[src/rtl/ysyx_040750_mem_arb_if.sv]
// Request/response bundle between IF, LS, the memory arbiter and the shared memory bus.
// Handshakes: a requester raises *_req and holds it with its operands until rvalid/done.
// The bus address phase completes when O_bus_req is high and I_bus_ready is sampled high.
// The data phase completes when I_bus_done is sampled high, which may coincide with ready.
interface ysyx_040750_mem_arb_if #(
  parameter int DATA_W = 64
);
  localparam int MASK_W = DATA_W / 8;

  logic              I_if_req;
  logic [31:0]       I_if_addr;
  logic              I_if_flush;
  logic              O_if_gnt;
  logic              O_if_rvalid;
  logic [31:0]       O_if_inst;
  logic              O_if_stall;

  logic              I_ls_req;
  logic              I_ls_wen;
  logic [31:0]       I_ls_addr;
  logic [DATA_W-1:0] I_ls_wdata;
  logic [MASK_W-1:0] I_ls_wmask;
  logic              O_ls_gnt;
  logic              O_ls_done;
  logic [DATA_W-1:0] O_ls_rdata;
  logic              O_ls_stall;

  logic              O_bus_req;
  logic              O_bus_wen;
  logic [31:0]       O_bus_addr;
  logic [DATA_W-1:0] O_bus_wdata;
  logic [MASK_W-1:0] O_bus_wmask;
  logic              I_bus_ready;
  logic              I_bus_done;
  logic [DATA_W-1:0] I_bus_rdata;

  modport master (
    input  I_if_req, I_if_addr, I_if_flush,
    output O_if_gnt, O_if_rvalid, O_if_inst, O_if_stall,
    input  I_ls_req, I_ls_wen, I_ls_addr, I_ls_wdata, I_ls_wmask,
    output O_ls_gnt, O_ls_done, O_ls_rdata, O_ls_stall,
    output O_bus_req, O_bus_wen, O_bus_addr, O_bus_wdata, O_bus_wmask,
    input  I_bus_ready, I_bus_done, I_bus_rdata
  );

  modport slave (
    output I_if_req, I_if_addr, I_if_flush,
    input  O_if_gnt, O_if_rvalid, O_if_inst, O_if_stall,
    output I_ls_req, I_ls_wen, I_ls_addr, I_ls_wdata, I_ls_wmask,
    input  O_ls_gnt, O_ls_done, O_ls_rdata, O_ls_stall,
    input  O_bus_req, O_bus_wen, O_bus_addr, O_bus_wdata, O_bus_wmask,
    output I_bus_ready, I_bus_done, I_bus_rdata
  );
endinterface

[src/rtl/ysyx_040750_mem_arb.sv]
// Shares one memory bus port between instruction fetch and load/store.
// One transaction at a time: IDLE -> *_ADDR -> (*_DATA) -> IDLE, with rdata registered.
module ysyx_040750_mem_arb #(
  parameter int DATA_W = 64
) (
  input  logic                       I_sys_clk,
  input  logic                       I_rst_n,
  ysyx_040750_mem_arb_if.master      mem_if,
  output logic [2:0]                 O_dbg_state
);
  localparam int MASK_W = DATA_W / 8;

  typedef enum logic [2:0] {
    S_IDLE    = 3'd0,
    S_IF_ADDR = 3'd1,
    S_IF_DATA = 3'd2,
    S_LS_ADDR = 3'd3,
    S_LS_DATA = 3'd4
  } state_e;

  state_e            state_q, state_d;
  logic              last_ls_q, last_ls_d;
  logic              drop_q, drop_d;
  logic [31:0]       addr_q, addr_d;
  logic              wen_q, wen_d;
  logic [DATA_W-1:0] wdata_q, wdata_d;
  logic [MASK_W-1:0] wmask_q, wmask_d;
  logic              if_gnt_q, if_gnt_d;
  logic              ls_gnt_q, ls_gnt_d;
  logic              if_rvalid_q, if_rvalid_d;
  logic              ls_done_q, ls_done_d;
  logic [31:0]       if_inst_q, if_inst_d;
  logic [DATA_W-1:0] ls_rdata_q, ls_rdata_d;

  logic              bus_req;
  logic              if_cmpl;
  logic              ls_cmpl;
  logic              ls_win;
  logic              in_if_txn;

  // LS normally wins; right after an LS completion a waiting fetch goes first.
  assign ls_win    = mem_if.I_ls_req & ~(last_ls_q & mem_if.I_if_req);
  assign in_if_txn = (state_q == S_IF_ADDR) || (state_q == S_IF_DATA);

  always_ff @(posedge I_sys_clk or negedge I_rst_n) begin
    if (!I_rst_n) begin
      state_q     <= S_IDLE;
      last_ls_q   <= 1'b0;
      drop_q      <= 1'b0;
      addr_q      <= '0;
      wen_q       <= 1'b0;
      wdata_q     <= '0;
      wmask_q     <= '0;
      if_gnt_q    <= 1'b0;
      ls_gnt_q    <= 1'b0;
      if_rvalid_q <= 1'b0;
      ls_done_q   <= 1'b0;
      if_inst_q   <= '0;
      ls_rdata_q  <= '0;
    end else begin
      state_q     <= state_d;
      last_ls_q   <= last_ls_d;
      drop_q      <= drop_d;
      addr_q      <= addr_d;
      wen_q       <= wen_d;
      wdata_q     <= wdata_d;
      wmask_q     <= wmask_d;
      if_gnt_q    <= if_gnt_d;
      ls_gnt_q    <= ls_gnt_d;
      if_rvalid_q <= if_rvalid_d;
      ls_done_q   <= ls_done_d;
      if_inst_q   <= if_inst_d;
      ls_rdata_q  <= ls_rdata_d;
    end
  end

  always_comb begin
    state_d     = state_q;
    last_ls_d   = last_ls_q;
    drop_d      = drop_q;
    addr_d      = addr_q;
    wen_d       = wen_q;
    wdata_d     = wdata_q;
    wmask_d     = wmask_q;
    if_gnt_d    = 1'b0;
    ls_gnt_d    = 1'b0;
    if_rvalid_d = 1'b0;
    ls_done_d   = 1'b0;
    if_inst_d   = if_inst_q;
    ls_rdata_d  = ls_rdata_q;
    bus_req     = 1'b0;
    if_cmpl     = 1'b0;
    ls_cmpl     = 1'b0;

    case (state_q)
      S_IDLE: begin
        if (ls_win) begin
          addr_d   = mem_if.I_ls_addr;
          wen_d    = mem_if.I_ls_wen;
          wdata_d  = mem_if.I_ls_wdata;
          wmask_d  = mem_if.I_ls_wen ? mem_if.I_ls_wmask : '0;
          ls_gnt_d = 1'b1;
          state_d  = S_LS_ADDR;
        end else if (mem_if.I_if_req) begin
          addr_d   = mem_if.I_if_addr;
          wen_d    = 1'b0;
          wdata_d  = '0;
          wmask_d  = '0;
          if_gnt_d = 1'b1;
          state_d  = S_IF_ADDR;
        end
      end
      S_IF_ADDR: begin
        bus_req = 1'b1;
        if (mem_if.I_bus_ready) begin
          if (mem_if.I_bus_done) if_cmpl = 1'b1;
          else                   state_d = S_IF_DATA;
        end
      end
      S_IF_DATA: if_cmpl = mem_if.I_bus_done;
      S_LS_ADDR: begin
        bus_req = 1'b1;
        if (mem_if.I_bus_ready) begin
          if (mem_if.I_bus_done) ls_cmpl = 1'b1;
          else                   state_d = S_LS_DATA;
        end
      end
      S_LS_DATA: ls_cmpl = mem_if.I_bus_done;
      default:   state_d = S_IDLE;
    endcase

    // A cancelled fetch still runs to completion on the bus; only its result is discarded.
    if (in_if_txn && mem_if.I_if_flush) drop_d = 1'b1;

    if (if_cmpl) begin
      state_d     = S_IDLE;
      last_ls_d   = 1'b0;
      drop_d      = 1'b0;
      if_inst_d   = mem_if.I_bus_rdata[31:0];
      if_rvalid_d = ~drop_q & ~mem_if.I_if_flush;
    end

    if (ls_cmpl) begin
      state_d    = S_IDLE;
      last_ls_d  = 1'b1;
      ls_rdata_d = mem_if.I_bus_rdata;
      ls_done_d  = 1'b1;
    end
  end

  assign mem_if.O_bus_req   = bus_req;
  assign mem_if.O_bus_wen   = wen_q;
  assign mem_if.O_bus_addr  = addr_q;
  assign mem_if.O_bus_wdata = wdata_q;
  assign mem_if.O_bus_wmask = wmask_q;

  assign mem_if.O_if_gnt    = if_gnt_q;
  assign mem_if.O_if_rvalid = if_rvalid_q;
  assign mem_if.O_if_inst   = if_inst_q;
  assign mem_if.O_if_stall  = mem_if.I_if_req & ~if_rvalid_q;

  assign mem_if.O_ls_gnt    = ls_gnt_q;
  assign mem_if.O_ls_done   = ls_done_q;
  assign mem_if.O_ls_rdata  = ls_rdata_q;
  assign mem_if.O_ls_stall  = mem_if.I_ls_req & ~ls_done_q;

  assign O_dbg_state        = state_q;
endmodule
[src/flat_wrapper.sv]
// flat-port wrapper written by rule: the top's interface ports become plain ports
module ysyx_040750_mem_arb_flat 
#(
  parameter int DATA_W = 64
)
  (I_sys_clk, I_rst_n, O_dbg_state, mem_if_I_if_req, mem_if_I_if_addr, mem_if_I_if_flush, mem_if_O_if_gnt, mem_if_O_if_rvalid, mem_if_O_if_inst, mem_if_O_if_stall, mem_if_I_ls_req, mem_if_I_ls_wen, mem_if_I_ls_addr, mem_if_I_ls_wdata, mem_if_I_ls_wmask, mem_if_O_ls_gnt, mem_if_O_ls_done, mem_if_O_ls_rdata, mem_if_O_ls_stall, mem_if_O_bus_req, mem_if_O_bus_wen, mem_if_O_bus_addr, mem_if_O_bus_wdata, mem_if_O_bus_wmask, mem_if_I_bus_ready, mem_if_I_bus_done, mem_if_I_bus_rdata);
  ysyx_040750_mem_arb_if #(.DATA_W(DATA_W)) mem_if_i ();
  input  logic I_sys_clk;
  input  logic I_rst_n;
  output logic [2:0] O_dbg_state;
  input wire logic [$bits(mem_if_i.I_if_req)-1:0] mem_if_I_if_req;
  input wire logic [$bits(mem_if_i.I_if_addr)-1:0] mem_if_I_if_addr;
  input wire logic [$bits(mem_if_i.I_if_flush)-1:0] mem_if_I_if_flush;
  output wire logic [$bits(mem_if_i.O_if_gnt)-1:0] mem_if_O_if_gnt;
  output wire logic [$bits(mem_if_i.O_if_rvalid)-1:0] mem_if_O_if_rvalid;
  output wire logic [$bits(mem_if_i.O_if_inst)-1:0] mem_if_O_if_inst;
  output wire logic [$bits(mem_if_i.O_if_stall)-1:0] mem_if_O_if_stall;
  input wire logic [$bits(mem_if_i.I_ls_req)-1:0] mem_if_I_ls_req;
  input wire logic [$bits(mem_if_i.I_ls_wen)-1:0] mem_if_I_ls_wen;
  input wire logic [$bits(mem_if_i.I_ls_addr)-1:0] mem_if_I_ls_addr;
  input wire logic [$bits(mem_if_i.I_ls_wdata)-1:0] mem_if_I_ls_wdata;
  input wire logic [$bits(mem_if_i.I_ls_wmask)-1:0] mem_if_I_ls_wmask;
  output wire logic [$bits(mem_if_i.O_ls_gnt)-1:0] mem_if_O_ls_gnt;
  output wire logic [$bits(mem_if_i.O_ls_done)-1:0] mem_if_O_ls_done;
  output wire logic [$bits(mem_if_i.O_ls_rdata)-1:0] mem_if_O_ls_rdata;
  output wire logic [$bits(mem_if_i.O_ls_stall)-1:0] mem_if_O_ls_stall;
  output wire logic [$bits(mem_if_i.O_bus_req)-1:0] mem_if_O_bus_req;
  output wire logic [$bits(mem_if_i.O_bus_wen)-1:0] mem_if_O_bus_wen;
  output wire logic [$bits(mem_if_i.O_bus_addr)-1:0] mem_if_O_bus_addr;
  output wire logic [$bits(mem_if_i.O_bus_wdata)-1:0] mem_if_O_bus_wdata;
  output wire logic [$bits(mem_if_i.O_bus_wmask)-1:0] mem_if_O_bus_wmask;
  input wire logic [$bits(mem_if_i.I_bus_ready)-1:0] mem_if_I_bus_ready;
  input wire logic [$bits(mem_if_i.I_bus_done)-1:0] mem_if_I_bus_done;
  input wire logic [$bits(mem_if_i.I_bus_rdata)-1:0] mem_if_I_bus_rdata;
  assign mem_if_i.I_if_req = mem_if_I_if_req;
  assign mem_if_i.I_if_addr = mem_if_I_if_addr;
  assign mem_if_i.I_if_flush = mem_if_I_if_flush;
  assign mem_if_O_if_gnt = mem_if_i.O_if_gnt;
  assign mem_if_O_if_rvalid = mem_if_i.O_if_rvalid;
  assign mem_if_O_if_inst = mem_if_i.O_if_inst;
  assign mem_if_O_if_stall = mem_if_i.O_if_stall;
  assign mem_if_i.I_ls_req = mem_if_I_ls_req;
  assign mem_if_i.I_ls_wen = mem_if_I_ls_wen;
  assign mem_if_i.I_ls_addr = mem_if_I_ls_addr;
  assign mem_if_i.I_ls_wdata = mem_if_I_ls_wdata;
  assign mem_if_i.I_ls_wmask = mem_if_I_ls_wmask;
  assign mem_if_O_ls_gnt = mem_if_i.O_ls_gnt;
  assign mem_if_O_ls_done = mem_if_i.O_ls_done;
  assign mem_if_O_ls_rdata = mem_if_i.O_ls_rdata;
  assign mem_if_O_ls_stall = mem_if_i.O_ls_stall;
  assign mem_if_O_bus_req = mem_if_i.O_bus_req;
  assign mem_if_O_bus_wen = mem_if_i.O_bus_wen;
  assign mem_if_O_bus_addr = mem_if_i.O_bus_addr;
  assign mem_if_O_bus_wdata = mem_if_i.O_bus_wdata;
  assign mem_if_O_bus_wmask = mem_if_i.O_bus_wmask;
  assign mem_if_i.I_bus_ready = mem_if_I_bus_ready;
  assign mem_if_i.I_bus_done = mem_if_I_bus_done;
  assign mem_if_i.I_bus_rdata = mem_if_I_bus_rdata;
  ysyx_040750_mem_arb #(.DATA_W(DATA_W)) u_core (.I_sys_clk(I_sys_clk), .I_rst_n(I_rst_n), .mem_if(mem_if_i), .O_dbg_state(O_dbg_state));
endmodule
[config.mk]
export PLATFORM = sky130hd
export DESIGN_NAME = ysyx_040750_mem_arb_flat
export DESIGN_NICKNAME = d
export VERILOG_FILES = /design/src/rtl/ysyx_040750_mem_arb_if.sv /design/src/rtl/ysyx_040750_mem_arb.sv /design/src/flat_wrapper.sv
export SDC_FILE = /design/constraint.sdc
export NUM_CORES = 1
export LEC_CHECK = 0
export ABC_AREA = 1
export BUFFER_PORTS_ARGS = -buffer_cell sky130_fd_sc_hd__buf_2
export CORE_AREA = 5 5 157 159
export DETAILED_ROUTE_END_ITERATION = 10
export DIE_AREA = 0 0 162 164
export PLACE_DENSITY_LB_ADDON = 0.05
export SLEW_MARGIN = 20
export SYNTH_ARGS = -nofsm -noshare
export SYNTH_HDL_FRONTEND = slang
export SYNTH_SLANG_ARGS = --single-unit
[constraint.sdc]
create_clock -name I_sys_clk -period 1.3 [get_ports I_sys_clk]
set_input_delay 0.26 -clock I_sys_clk [delete_from_list [all_inputs] [get_ports I_sys_clk]]
set_output_delay 0.26 -clock I_sys_clk [all_outputs]
set_load 0.05 [all_outputs]
==> results of run 1 <==
## cell type report
cell class	instances	area, um2
multi-input combinational	547	2620
sequential	210	5260
timing repair buffer	626	4800
antenna	2	5.00
fill	2016	9070
clock inverter	5	33.8
clock buffer	37	731
timing repair inverter	3	36.3
inverter	45	204
tap	290	363
## worst register-to-register path, cell delays in order (launching register included)
cell,delay [ns]
dfrtp_2,0.42
inv_4,0.07
buf_6,0.10
nand3_4,0.08
nor2_4,0.15
clkinv_4,0.16
buf_4,0.20
buf_16,0.13
a22o_1,0.21
## per-layer routing
layer | track usage (%) | up-vias
li1 | - | 3946
met1 | 26.5 | 3835
met2 | 39.3 | 312
met3 | 5.35 | 46
met4 | 5.96 | 0
met5 | 0 | -
## synth_stat cells (all sizes together)
cell	instances	area share (%)
nand2	387	18
dfrtp	210	63
a22o	65	6.9
o21ai	65	3.9
buf	47	4.3
inv	45	2.0
nand3	11	0.72
nor2	11	0.56
a21oi	5	0.35
clkbuf	4	0.18
nor3	2	0.18
nand4	1	0.075
## cells by family after synthesis
logic type,synth area share (%)
flops,63.3
compound gates,11.1
simple gates,19.1
buf+inv,6.49
## sequential cells by signal (all words and copies together), names as in the netlist
signal	count
u_core.last_ls_q	1
u_core.mem_if.O_if_inst	32
u_core.mem_if.O_ls_rdata	64
u_core.mem_if.O_if_rvalid	1
u_core.mem_if.O_bus_addr	32
u_core.mem_if.O_if_gnt	1
u_core.mem_if.O_bus_wdata	64
u_core.mem_if.O_bus_wen	1
u_core.mem_if.O_bus_wmask	8
u_core.drop_q	1
u_core.mem_if.O_ls_gnt	1
u_core.O_dbg_state	3
u_core.mem_if.O_ls_done	1
## cell usage in the layout, fill, tap and decap left out, types with 3 or more instances in the layout
cell type,instances
dlygate4sd3_1,135
dfrtp_2,3
buf_2,385
inv_1,37
inv_2,3
clkbuf_16,30
dfrtp_1,207
clkbuf_8,7
nand2_4,3
buf_16,9
o21ai_1,30
clkbuf_1,6
buf_6,41
nand3_1,9
nor2_1,6
a21oi_1,4
a22o_1,65
o21ai_0,33
nor2_4,4
buf_8,5
buf_12,19
nand2_2,3
buf_4,25
nand2_1,380
## what timing repair did
item | 4_1_cts | 5_1_grt
pin swaps | 7 | 9
setup buffers | 10 | 8
gates cloned | 11 | 6
gates resized for setup | 105 | 24
hold buffers | 135 | 0
hold endpoints to repair | 315 | 0
endpoints found under the setup margin | 416 | 420
## worst min path at each step
stage,start,endpoint,cells past startpoint
after floorplan,I_rst_n,u_core.O_dbg_state[0],0
after global placement,I_rst_n,u_core.mem_if.O_bus_wdata[17],1
after detailed placement,I_rst_n,u_core.mem_if.O_bus_wdata[17],1
after CTS,mem_if_I_ls_wmask[1],u_core.mem_if.O_bus_wmask[1],3
after global routing,mem_if_I_ls_wmask[2],u_core.mem_if.O_bus_wmask[2],3
final,mem_if_I_ls_wmask[4],u_core.mem_if.O_bus_wmask[4],3
## power by group
group / internal, W / switching, W / total [W]
registers: 0.00941 / 0.00154 / 0.0110
clock network: 0.00386 / 0.00266 / 0.00652
logic: 0.00768 / 0.0165 / 0.0241
## per-stage QoR
stage	TNS, ns	setup WS [ns]	util, %	area [um2]	total power, W
global route	-81.86	-0.415	60.8	14100	0.0437
detailed placement	-15.37	-0.161	47.3	10900	0.0315
global placement	-13.52	-0.144	47.3	10900	0.0315
finish	-54.69	-0.356	60.8	14100	0.0416
floorplan	-36.16	-0.315	-	8440	0.0261
CTS	-54.91	-0.385	59.6	13800	0.0411
==> impl_metrics.env, run 1 <==
export IMPL_clockRootBuffer="clkbuf_16"
export IMPL_crit_start="u_core.O_dbg_state[0]"
export IMPL_cap_violations=0
export IMPL_cts_made_buffers=24
export IMPL_worst_slew_pin_slew_ns=0.375
export IMPL_r2r_start="u_core.O_dbg_state[0]"
export IMPL_routed_top_layer="met4"
export IMPL_path_delay_family="buffers and inverters"
export IMPL_max_slew_margin_rel_pct=74.8
export IMPL_synth_cells=853
export IMPL_rsz0062_at_grt="yes"
export IMPL_crit_fanout=3
export IMPL_grt_pass1_vias=8275
export IMPL_insertion_delay_ns=0.50
export IMPL_antenna_found_initial=2
export IMPL_crit_type="flop to output port"
export IMPL_end_kind="output port"
export IMPL_status="complete, but fails checks"
export IMPL_ff2ff_path_depth=8
export IMPL_syn_to_final_growth_pct=69.2
export IMPL_p_per_area_nw_per_um2=2960
export IMPL_p_leak_nw=7.74
export IMPL_fin_worst_skew_ns=0.0104
export IMPL_path_buf_inv=4
export IMPL_synth_cell_type_count=22
export IMPL_num_rows=56
export IMPL_initialDrtViolationCount=430
export IMPL_cts_clk_slew_worst_paths_ns=0.06
export IMPL_ios=419
export IMPL_wl_um=31300
export IMPL_yosysWarnings=0
export IMPL_ys_seq_elements=210
export IMPL_met3_length_um=2340
export IMPL_synth_seq_area_share_pct=63.3
export IMPL_dpl_hpwl_um=20000
export IMPL_holdWs_ns=0.0161
export IMPL_syn_num_nets=1061
export IMPL_post_place_cells=1551
export IMPL_dieArea_um2=26600
export IMPL_layout_drive_gt1_share_pct=37.9
export IMPL_slowest_stage="dfrtp_2"
export IMPL_htreeDepth=1
export IMPL_cp_endpoint="mem_if_O_bus_req"
export IMPL_finalCriticalPeriod_ns=1.66
export IMPL_finalCritPeriodShare_pct=127
export IMPL_grt_remaining_overflow=0
export IMPL_routed_via_density=4.61
export IMPL_max_freq_ghz=0.604
export IMPL_fp_dieW_um=162
export IMPL_clockBufferDepth=3
export IMPL_port_buffers=418
export IMPL_crit_cells=5
export IMPL_regToRegSetupSlack_ns=-0.33
export IMPL_core_um2=23100
export IMPL_drv_slew=0
export IMPL_final_hold_viol_count=0
export IMPL_netlist_area_um2=8300
export IMPL_wl_met1_um=12100
export IMPL_gp_congestion=0.773
export IMPL_num_vias=8139
export IMPL_drc=0
export IMPL_final_antenna_net_count=0
export IMPL_wire_per_inst_um=17.7
export IMPL_instances_no_fill=1765
export IMPL_setup_ws_ns=-0.356
export IMPL_setup_violations=420
export IMPL_cpMostUsedCell="buf_6"
export IMPL_track_usage_pct=21.9
export IMPL_cp_arrival_ns=1.40
export IMPL_grt_max_degree=65
export IMPL_dr_pass1_iters=4
export IMPL_start_util_pct=35.9
export IMPL_wl_met2_um=16100
export IMPL_slowest_delay_ns=0.38
export IMPL_irDropWorstVdd_mv=1.77
export IMPL_critPathLaunchType="flop"
export IMPL_cts_tree="yes"
export IMPL_critical_path_cell_chain="inv_4 -> buf_6 -> nor2_4 -> buf_6 -> buf_12"
export IMPL_synth_area_per_cell_um2=9.73
export IMPL_violations="negative setup slack"
export IMPL_layout_nets=1665
export IMPL_die_y_um=164
export IMPL_grt_pass1_wl_um=46300
export IMPL_timing_rr_end="u_core.mem_if.O_bus_wdata[21]"
export IMPL_required_ns=1.04
export IMPL_hp_class="input pin to flop"
export IMPL_clock_sinks=210
Note: power is estimated with default switching activity, not from simulation.
==> run 2: changes to the inputs <==
--- a/config.mk
+++ b/config.mk
@@ -11,6 +11,7 @@
 export DETAILED_ROUTE_END_ITERATION = 10
 export DIE_AREA = 0 0 162 164
 export PLACE_DENSITY_LB_ADDON = 0.05
+export SETUP_SLACK_MARGIN = 0.15
 export SLEW_MARGIN = 20
 export SYNTH_ARGS = -nofsm -noshare
 export SYNTH_HDL_FRONTEND = slang
==> run 2 against run 1 <==
Effect of this change: the flow still finishes with violations (negative setup slack); die area unchanged; flip-flop and latch count unchanged; maximum frequency down 4.0%.
==> impl_metrics.env, run 2 (synthesis results as in run 1) <==
export IMPL_layout_nets=1810
export IMPL_p_per_area_nw_per_um2=2890
export IMPL_setup_violations=419
export IMPL_core_um2=23100
export IMPL_crit_type="flop to output port"
export IMPL_max_slew_margin_rel_pct=75.7
export IMPL_num_vias=9132
export IMPL_worst_slew_pin_slew_ns=0.360
export IMPL_gp_congestion=0.827
export IMPL_syn_to_final_growth_pct=110
export IMPL_timing_rr_end="u_core.mem_if.O_bus_wdata[15]"
export IMPL_fin_util_pct=75.2
export IMPL_finalCritPeriodShare_pct=133
export IMPL_cap_violations=0
export IMPL_wl_um=38100
export IMPL_grt_pass1_wl_um=52500
export IMPL_rsz0062_at_grt="yes"
export IMPL_hold_path_cell_count=3
export IMPL_num_rows=56
export IMPL_htreeDepth=1
export IMPL_ff2ff_path_depth=8
export IMPL_postPlaceCellArea_um2=11000
export IMPL_n_antenna_cell=0
export IMPL_cts_clk_slew_worst_paths_ns=0.06
export IMPL_fp_dieW_um=162
export IMPL_drc=0
export IMPL_grt_pass1_vias=9333
export IMPL_status="complete, but fails checks"
export IMPL_pre_cts_ws_ns=-0.276
export IMPL_antenna_found_initial=1
export IMPL_num_fill_cells=1495
export IMPL_clockBufferDepth=3
export IMPL_grt_remaining_overflow=0
export IMPL_final_antenna_net_count=0
export IMPL_max_freq_ghz=0.580
export IMPL_wire_per_inst_um=20.0
export IMPL_dieArea_um2=26600
export IMPL_crit_fanout=2
export IMPL_layout_drive_gt1_share_pct=52.1
export IMPL_design_area_um2=17400
export IMPL_finalCriticalPeriod_ns=1.73
export IMPL_cts_made_buffers=24
export IMPL_port_buffers=418
export IMPL_track_usage_pct=25.1
export IMPL_irDropWorstVdd_mv=2.02
export IMPL_clock_sinks=210
export IMPL_dpl_hpwl_um=20700
export IMPL_cts_tree="yes"
export IMPL_hp_class="input pin to flop"
export IMPL_required_ns=1.04
export IMPL_layout_common_cells="nand2_1, buf_6, buf_2, dfrtp_1, dlygate4sd3_1"
export IMPL_p_leak_nw=9.16
export IMPL_r2r_start="u_core.O_dbg_state[2]"
export IMPL_ios=419
export IMPL_start_util_pct=35.9
export IMPL_crit_start="u_core.O_dbg_state[2]"
export IMPL_critPathLaunchType="flop"
export IMPL_layout_commonest_cell="nand2_1"
export IMPL_end_kind="output port"
export IMPL_dr_pass1_iters=4
export IMPL_drv_slew=0
export IMPL_regToRegSetupSlack_ns=-0.38
export IMPL_violations="negative setup slack"
export IMPL_cp_arrival_ns=1.47
export IMPL_clockRootBuffer="clkbuf_16"
export IMPL_hold_path_end="u_core.mem_if.O_bus_addr[14]"
export IMPL_die_y_um=164
export IMPL_routed_via_density=4.79
export IMPL_fin_worst_skew_ns=0.00851
export IMPL_tns_ns=-72.19
export IMPL_setup_ws_ns=-0.425
export IMPL_final_hold_viol_count=0
export IMPL_initialDrtViolationCount=501
export IMPL_insertion_delay_ns=0.51
export IMPL_worstHoldStart="mem_if_I_if_addr[14]"
export IMPL_grt_max_degree=52
run 2: critical path, stage by stage, from the launching register on:
cell	delay (ns)
dfrtp_2	0.42
buf_6	0.13
nor2_4	0.09
buf_6	0.11
buf_12	0.09
buf_12	0.12
run 2: stage by stage:
step / hold WS, ns / cells / total power, W
6_report: 0.0390 / 1908 / 0.0503
5_1_grt: 0.0289 / 1908 / 0.0524
4_1_cts: 0.0248 / 1797 / 0.0456
3_5_place_dp: 0.164 / 1552 / 0.0317
3_3_place_gp: 0.164 / 1552 / 0.0316
2_1_floorplan: -0.0356 / 853 / 0.0261
run 2: worst max-delay path by stage:
stage / endpoint / slack, ns / cells past startpoint
CTS: mem_if_O_bus_req / -0.47 / 5
floorplan: u_core.mem_if.O_if_inst[0] / -0.32 / 8
finish: mem_if_O_bus_req / -0.43 / 5
global placement: u_core.mem_if.O_bus_addr[21] / -0.29 / 6
detailed placement: u_core.mem_if.O_bus_addr[21] / -0.28 / 6
global route: mem_if_O_bus_req / -0.48 / 5
run 2: report_power, final:
part | total (W) | switching (W) | internal, W
logic | 0.0316 | 0.0181 | 0.0135
registers | 0.0117 | 0.00228 | 0.00944
clock network | 0.00697 | 0.00274 | 0.00423
run 2: metal layers:
layer / routed length, um / global-route usage [%]
met5: 7 / 0
met4: 1050 / 7.27
met3: 3030 / 8.21
met2: 19900 / 44.8
met1: 14100 / 29.0
run 2: layout make-up:
class	count	area, um2	share of cell area (%)
flip-flops and latches	210	5260	30.3
multi-input cells	547	3180	18.3
well taps	290	363	2.09
repair buffers	773	7540	43.4
repair inverters	1	20.0	0.115
clock buffers	35	723	4.16
clock inverters	7	87.6	0.503
inverters	45	214	1.23
run 2: what timing repair did:
action                                 4_1_cts  5_1_grt
setup endpoints to repair                  421      421
setup buffers                               46       95
endpoints found under the hold margin      378        0
hold buffers                               138        0
resized for setup                          482      220
gates cloned                                19       16
pin swaps                                   19       36
==> run 3: changes to the inputs <==
--- a/config.mk
+++ b/config.mk
@@ -7,9 +7,12 @@
 export LEC_CHECK = 0
 export ABC_AREA = 1
 export BUFFER_PORTS_ARGS = -buffer_cell sky130_fd_sc_hd__buf_2
-export CORE_AREA = 5 5 157 159
+export CELL_PAD_IN_SITES_DETAIL_PLACEMENT = 0
+export CELL_PAD_IN_SITES_GLOBAL_PLACEMENT = 2
+export CORE_MARGIN = 5
+export CORE_UTILIZATION = 23
 export DETAILED_ROUTE_END_ITERATION = 10
-export DIE_AREA = 0 0 162 164
+export GPL_TIMING_DRIVEN = 1
 export PLACE_DENSITY_LB_ADDON = 0.05
 export SETUP_SLACK_MARGIN = 0.15
 export SLEW_MARGIN = 20
==> run 3 against run 2 <==
Effect of this change: the flow still finishes with violations (negative setup slack); via count fell by 8.2%; clock skew rose by 0.0040 ns; maximum frequency rose by 2.9%; largest cell class unchanged.
==> impl_metrics.env, run 3 (synthesis results as in run 1) <==
export IMPL_status="complete, but fails checks"
export IMPL_violations="negative setup slack"
export IMPL_routed_via_density=4.17
export IMPL_layout_nets=1739
export IMPL_fp_dieW_um=200
export IMPL_insertion_delay_ns=0.52
export IMPL_setup_ws_ns=-0.377
export IMPL_layout_common_cells="nand2_1, buf_2, dfrtp_1, dlygate4sd3_1, buf_6"
export IMPL_p_per_area_nw_per_um2=2900
export IMPL_dieArea_um2=40000
export IMPL_crit_fanout=2
export IMPL_required_ns=1.04
export IMPL_clockRootBuffer="clkbuf_16"
export IMPL_cts_made_buffers=27
export IMPL_layout_drive_gt1_share_pct=41.6
export IMPL_num_fill_cells=3613
export IMPL_grt_remaining_overflow=0
export IMPL_clockBufferDepth=3
export IMPL_wire_per_inst_um=17.8
export IMPL_cp_arrival_ns=1.42
export IMPL_clock_sinks=210
export IMPL_max_freq_ghz=0.596
export IMPL_cts_tree="yes"
export IMPL_cts_clk_slew_worst_paths_ns=0.06
export IMPL_htreeDepth=1
export IMPL_fin_worst_skew_ns=0.0125
export IMPL_crit_type="flop to output port"
export IMPL_end_kind="output port"
export IMPL_critPathLaunchType="flop"
export IMPL_setup_violations=418
export IMPL_drv_slew=0
export IMPL_worstHoldStart="mem_if_I_if_addr[26]"
export IMPL_track_usage_pct=16.8
export IMPL_num_vias=8387
export IMPL_irDropWorstVdd_mv=1.29
export IMPL_syn_to_final_growth_pct=88.2
export IMPL_tns_ns=-51.52
export IMPL_multi_input_area_um2=2630
export IMPL_layout_commonest_cell="nand2_1"
export IMPL_pre_cts_ws_ns=-0.176
export IMPL_antenna_found_initial=1
export IMPL_fin_util_pct=43.9
export IMPL_grt_pass1_wl_um=52800
export IMPL_rsz0062_at_grt="yes"
export IMPL_grt_pass1_vias=8862
export IMPL_hp_class="input pin to flop"
export IMPL_crit_start="u_core.O_dbg_state[2]"
export IMPL_finalCritPeriodShare_pct=129
export IMPL_start_util_pct=23.3
export IMPL_num_rows=69
export IMPL_r2r_start="u_core.O_dbg_state[2]"
export IMPL_die_y_um=200
export IMPL_initialDrtViolationCount=220
export IMPL_core_um2=35600
export IMPL_dpl_hpwl_um=24800
export IMPL_final_hold_viol_count=0
export IMPL_final_antenna_net_count=0
export IMPL_dr_pass1_iters=4
export IMPL_port_buffers=418
export IMPL_max_slew_margin_rel_pct=70.3
export IMPL_worst_slew_pin_slew_ns=0.445
export IMPL_area_sequential_um2=5260
export IMPL_finalCriticalPeriod_ns=1.68
export IMPL_grt_max_degree=41
export IMPL_ios=419
export IMPL_p_leak_nw=8.37
export IMPL_drc=0
export IMPL_postPlaceCellArea_um2=11500
export IMPL_gp_congestion=0.761
export IMPL_design_area_um2=15600
export IMPL_cap_violations=0
export IMPL_wl_um=35900
export IMPL_holdWs_ns=0.0264
[run 3: cell count changes in the layout (fill, tap and decap cells not counted), sizes merged]
cell,change
buf,-68
dlygate4sd3,+1
clkbuf,-7
inv,+3
clkinv,-2
bufbuf,+3
diode,+1
[run 3: layer usage]
metal / vias up / GRT usage (%) / wire [um]
met5: - / 0 / 0
met4: 0 / 3.77 / 778
met2: 257 / 29.4 / 17800
met1: 3990 / 20.8 / 14400
met3: 49 / 4.67 / 2890
li1: 4091 / - / -
[run 3: metrics by stage]
| step | std cells | power, W |
|---|---|---|
| 2_1_floorplan | 853 | 0.0261 |
| 3_5_place_dp | 1748 | 0.0323 |
| 4_1_cts | 1998 | 0.0452 |
| 6_report | 2010 | 0.0454 |
| 3_3_place_gp | 1748 | 0.0322 |
| 5_1_grt | 2010 | 0.0479 |
[run 3: layout make-up]
type	instances	area share, %
Tap cell	461	3.69
Sequential cell	210	33.7
Inverter	45	1.29
Multi-Input combinational cell	547	16.8
Timing Repair inverter	2	0.144
Timing Repair Buffer	698	38.9
Antenna cell	1	0.0160
Clock buffer	39	4.93
Clock inverter	7	0.560
[run 3: final timing paths]
| kind | to | slack [ns] | cells after the start |
|---|---|---|---|
| max in group asynchronous | u_core.mem_if.O_bus_wdata[45] | 0.51 | 3 |
| max reg2reg | u_core.mem_if.O_bus_wdata[29] | -0.29 | 8 |
| min in group asynchronous | u_core.mem_if.O_bus_addr[10] | 0.25 | 2 |
| min reg2reg | u_core.mem_if.O_if_rvalid | 0.43 | 1 |
| min | u_core.mem_if.O_bus_addr[26] | 0.03 | 3 |
| max | mem_if_O_bus_req | -0.38 | 4 |
[run 3: power by group]
part / switching, W / total, W / internal, W
Clock: 0.00286 / 0.00733 / 0.00446
Combinational: 0.0167 / 0.0269 / 0.0102
Sequential: 0.00177 / 0.0112 / 0.00943
[run 3: worst max-delay path, stage by stage, from the launching register on]
cell and delay, ns:
dfrtp_2 0.41, buf_6 0.12, nor2_4 0.12, buf_6 0.11, buf_12 0.12
[run 3: timing repair]
item                                    CTS  global route
hold endpoints to repair                292             0
resized for setup                       266            31
hold buffers                            139             0
setup buffers                            51             5
pin swaps                                 3             3
endpoints found under the setup margin  420           420
gates cloned                             14             6
